[src/rtl/sprite_rom_scheduler.sv]
// sprite_rom_scheduler: windowed round-robin arbiter giving four sprite engines burst access to one bitmap ROM.
// Revision: 1.0
`default_nettype none

module sprite_rom_scheduler #(
  parameter int WIN_START = 256,
  parameter int WIN_END   = 308,
  parameter int BURST_MAX = 8
) (
  input  logic       clk,
  input  logic       reset,
  input  logic [8:0] hpos,
  input  logic [3:0] req,
  input  logic [7:0] addr0,
  input  logic [7:0] addr1,
  input  logic [7:0] addr2,
  input  logic [7:0] addr3,
  output logic [7:0] rom_addr,
  input  logic [7:0] rom_data,
  output logic [3:0] gnt,
  output logic [7:0] rdata,
  output logic [3:0] rvalid
);

  localparam logic [8:0] WIN_LO    = 9'(WIN_START);
  localparam logic [8:0] WIN_HI    = 9'(WIN_END);
  localparam logic [4:0] BURST_LIM = 5'(BURST_MAX);

  localparam logic [0:0] IDLE  = 1'b0;
  localparam logic [0:0] GRANT = 1'b1;

  logic [0:0] state;
  logic [1:0] owner;
  logic [1:0] ptr;
  logic [3:0] cnt;

  logic       win;
  logic       read;
  logic [1:0] sel;
  logic [1:0] cand;
  logic       found;
  logic [7:0] owner_addr;
  logic [4:0] cnt_inc;

  assign win     = (hpos >= WIN_LO) && (hpos <= WIN_HI);
  assign read    = (state == GRANT) && req[owner] && win;
  assign cnt_inc = {1'b0, cnt} + 5'd1;

  // First requester at or after ptr, wrapping mod 4.
  always_comb begin
    sel   = ptr;
    cand  = ptr;
    found = 1'b0;
    for (int i = 0; i < 4; i++) begin
      cand = ptr + 2'(i);
      if (!found && req[cand]) begin
        sel   = cand;
        found = 1'b1;
      end
    end
  end

  always_comb begin
    case (owner)
      2'd0:    owner_addr = addr0;
      2'd1:    owner_addr = addr1;
      2'd2:    owner_addr = addr2;
      default: owner_addr = addr3;
    endcase
  end

  assign rom_addr = (state == GRANT) ? owner_addr : 8'h00;

  always_ff @(posedge clk) begin
    if (!reset) begin
      state  <= IDLE;
      owner  <= 2'd0;
      ptr    <= 2'd0;
      cnt    <= 4'd0;
      gnt    <= 4'b0000;
      rdata  <= 8'h00;
      rvalid <= 4'b0000;
    end else begin
      rvalid <= 4'b0000;
      if (read) begin
        rdata  <= rom_data;
        rvalid <= 4'b0001 << owner;
      end

      if (state == IDLE) begin
        if (win && (req != 4'b0000)) begin
          state <= GRANT;
          owner <= sel;
          cnt   <= 4'd0;
          gnt   <= 4'b0001 << sel;
        end
      end else begin
        // Exit priority: window closed, owner released, burst exhausted.
        if (!win) begin
          state <= IDLE;
          gnt   <= 4'b0000;
          ptr   <= owner;
        end else if (!req[owner]) begin
          state <= IDLE;
          gnt   <= 4'b0000;
          ptr   <= owner + 2'd1;
        end else begin
          cnt <= cnt_inc[3:0];
          if (cnt_inc == BURST_LIM) begin
            state <= IDLE;
            gnt   <= 4'b0000;
            ptr   <= owner + 2'd1;
          end
        end
      end
    end
  end

endmodule

`default_nettype wire

[config.mk]
export PLATFORM = sky130hd
export DESIGN_NAME = sprite_rom_scheduler
export DESIGN_NICKNAME = d
export VERILOG_FILES = /design/src/rtl/sprite_rom_scheduler.sv
export SDC_FILE = /design/constraint.sdc
export NUM_CORES = 1
export LEC_CHECK = 0
export CORE_UTILIZATION = 41
export DETAILED_ROUTE_END_ITERATION = 8
export GPL_ROUTABILITY_DRIVEN = 1
export PLACE_DENSITY = 0.86
export RECOVER_POWER = 25
export SLEW_MARGIN = 15
export SYNTH_ARGS = -nofsm -noshare
export SYNTH_HDL_FRONTEND = slang
export SYNTH_SLANG_ARGS = --single-unit
[constraint.sdc]
create_clock -name clk -period 3.6 [get_ports clk]
set_input_delay 0.54 -clock clk [delete_from_list [all_inputs] [get_ports clk]]
set_output_delay 0.54 -clock clk [all_outputs]
set_load 0.1 [all_outputs]
==> summary.txt <==
Timing
  – Fmax: ~0.36 GHz
  – Count of final hold-check violations: 0
  – Slew Limit Fails: 0
  – TNS Setup: 0 ns
  – Period utilisation layout: between 70% and 80%
  – Final setup viols: 0
  – Worst Tran Pin Value: slightly below 1 ns
  – Rel. slew slack: 34.6%
  – Crit path time final: 2.81 ns
  – Worst Setup Slack, final: about 0.79 ns
  – RSZ-0062 raised after global routing: no
  – Fin Clk Skew: ~0.0007 ns

Power and ir drop
  – Pwr Total: about 530 uW
  – Power density over cell area: ~240 mW/mm2
  – LEAKAGE: around 0.8 nW
  – Worst IR drop on VDD: ~0.29 mV

Die
  – Initial Utilization: a little over two fifths
  – FP Rows: 21
  – Die area: 0.00371 mm2
  – # IOs: 79
  – Die Height: about 61 um
  – Area of the core: approximately 0.0033 mm2
  – Die W: ~61 um

Global route
  – First-pass GRT wire length: 6090 um
  – Initial antenna violation count: 0
  – Largest net degree at the start of global routing: 24
  – GRT Total Usage: between 20 and 25%
  – Global route overflow: 0
  – Vias in the first global route: 1,396

Finish
  – Most frequent cells in the layout: clkdlybuf4s50_1 (69), nand2_1 (36), dfxtp_1 (25), o21ai_0 (15), a21boi_0 (13)
  – # nets final: just over 300
  – Leading cell type in the layout, fill and taps excluded: clkdlybuf4s50_1
  – N_diodes: 0
  – Layout cell share with drive strength beyond 1: around 8%
  – Util after Layout: about two thirds
  – Synth-to-layout area growth: 56.2%

Yosys
  – Syn_nets: between 200 and 250
  – Post-synth top area share: 35.1%
  – FFs w/ async S/R, synth: 0%
  – Cell variety after synth: 39
  – Area of the mapped netlist: ~0.0014 mm2
  – Synth Instances: around 170
  – Synth area leader: dfxtp_1
  – Seq/Total Area, Yosys: a little over a third
  – Leading post-synthesis cells by cell area: dfxtp_1 (35%), nand2_1 (9.5%), a21boi_0 (6.9%)
  – Post-synth EDFFs: 0
  – Avg Inst Size Synth: 8.18 um2
  – Syn. warnings: 0
  – Post-synth top flop: dfxtp_1
  – Seq cells post-synth: 25

Drt
  – Pre-antenna DRT Iters: 5
  – Vias: around 1,500
  – Routed wire length: 3820 um
  – DRT iter0 DRCs: roughly 110
  – DR vias/cell: ~5.2
  – DRC: 0
  – Post-route antenna net violation count: 0
  – Routed len/inst: between 10 and 15 um

Placed design
  – Placement Setup Slack: 0.909 ns
  – I/O Buffers: 78
  – Gp weighted congestion: ~0.82
  – Final HPWL DP: just over 3000 um

Critical path
  – Top Family by Delay on Critical Path: flip-flops
  – Critical path endpoint category: primary output
  – CP Max Fanout: 8
  – Critical path class: register to primary output
  – Critical Path Start Type: register
  – CP arrival: about 2.3 ns
  – Req. time, crit path: between 3 and 4 ns
  – CP cell instances: inv_1 > ha_1 > a222oi_1 > o21ai_0 > and2_1 > buf_4
  – Slowest cell on the critical path: dfxtp_1
  – WP buf/inv: 2
  – CP max stage delay: between 0.5 and 0.6 ns

Clock network
  – CTS tree: built
  – Clock Pin Slew Worst Setup and Hold Paths: between 0.1 and 0.15 ns
  – CTS max path bufs: 2
  – Clock latency on the worst-skew pair: ~0.31 ns
  – Clock Sinks: 25
  – Clock Tree Root: clkbuf_4
  – Postcts setup bufs: 0
  – Post-CTS resize count: 0
  – CTS Hold Bufs: 0
  – H-Tree Depth: 1
  – CTS Buf Count: 3

Flow run
  – Max Cap Violations: 0

Run status
  – Status: complete, no violations

Min path
  – Min-Delay Path Class: register to register
[per-stage QoR]
stage	hold WS (ns)	area, um2	std cells
floorplan	0.463	1420	174
detailed placement	0.466	2200	287
CTS	0.483	2220	291
global placement	0.460	2200	287
finish	0.481	2220	291
global route	0.502	2220	291
[power breakdown]
| group | switching (mW) | internal [mW] |
|---|---|---|
| combinational | 0.0522 | 0.0732 |
| clock | 0.0806 | 0.0416 |
| sequential | 0.00312 | 0.279 |
[cells in the mapped netlist (3+ instances only)]
| library cell | count |
|---|---|
| ha_1 | 5 |
| o21ai_0 | 15 |
| nand2_1 | 36 |
| nor2_1 | 7 |
| a21boi_0 | 13 |
| o21a_1 | 3 |
| inv_1 | 3 |
| nand3_1 | 4 |
| a222oi_1 | 8 |
| nor2b_1 | 3 |
| dfxtp_1 | 25 |
| clkbuf_1 | 7 |
| nor3_1 | 6 |
| and2_1 | 8 |
[flip-flops by register name (all words and copies together), names as in the netlist]
name / count
cnt: 4
gnt: 4
owner: 2
ptr: 2
rdata: 8
rvalid: 4
state: 1
[worst register-to-register path, cell delays in order (launching register included)]
cell       delay [ns]
dfxtp_1          0.54
mux4_2           0.58
o2111ai_1        0.43
nor2_1           0.20
o21ai_0          0.21
a21boi_0         0.10
[routing by layer]
metal	GRT usage, %	vias up	wire (um)
li1	-	774	-
met1	26.8	689	1600
met2	37.5	45	1900
met3	5.76	12	223
met4	7.47	0	93
met5	0	-	0
[final cells by class]
class / count / area [um2]
Multi-Input combinational cell: 135 / 866
Tap cell: 46 / 57.6
Fill cell: 280 / 1110
Timing Repair Buffer: 78 / 761
Clock buffer: 3 / 22.5
Clock inverter: 1 / 5.00
Inverter: 3 / 11.3
Sequential cell: 25 / 500
[final timing paths]
kind	from	to	slack, ns	depth (start not counted)
worst max-delay path	owner[0]	rom_addr[1]	0.79	6
worst min register to register	rdata[0]	rdata[0]	0.48	2
worst min-delay path	rdata[0]	rdata[0]	0.48	2
worst max register to register	owner[0]	gnt[2]	1.43	5
[cells by family after synthesis]
group | after synthesis | share of synthesized area [%]
and+or+nand+nor | 74 | 25.6
adders and majority gates | 5 | 4.39
DFF | 25 | 35.1
buffers and inverters | 14 | 4.04
AOI/OAI and AO/OA | 51 | 26.7
xor gates and xnor gates | 3 | 1.85
muxes | 2 | 2.28
(Power assumes the default switching activity.)
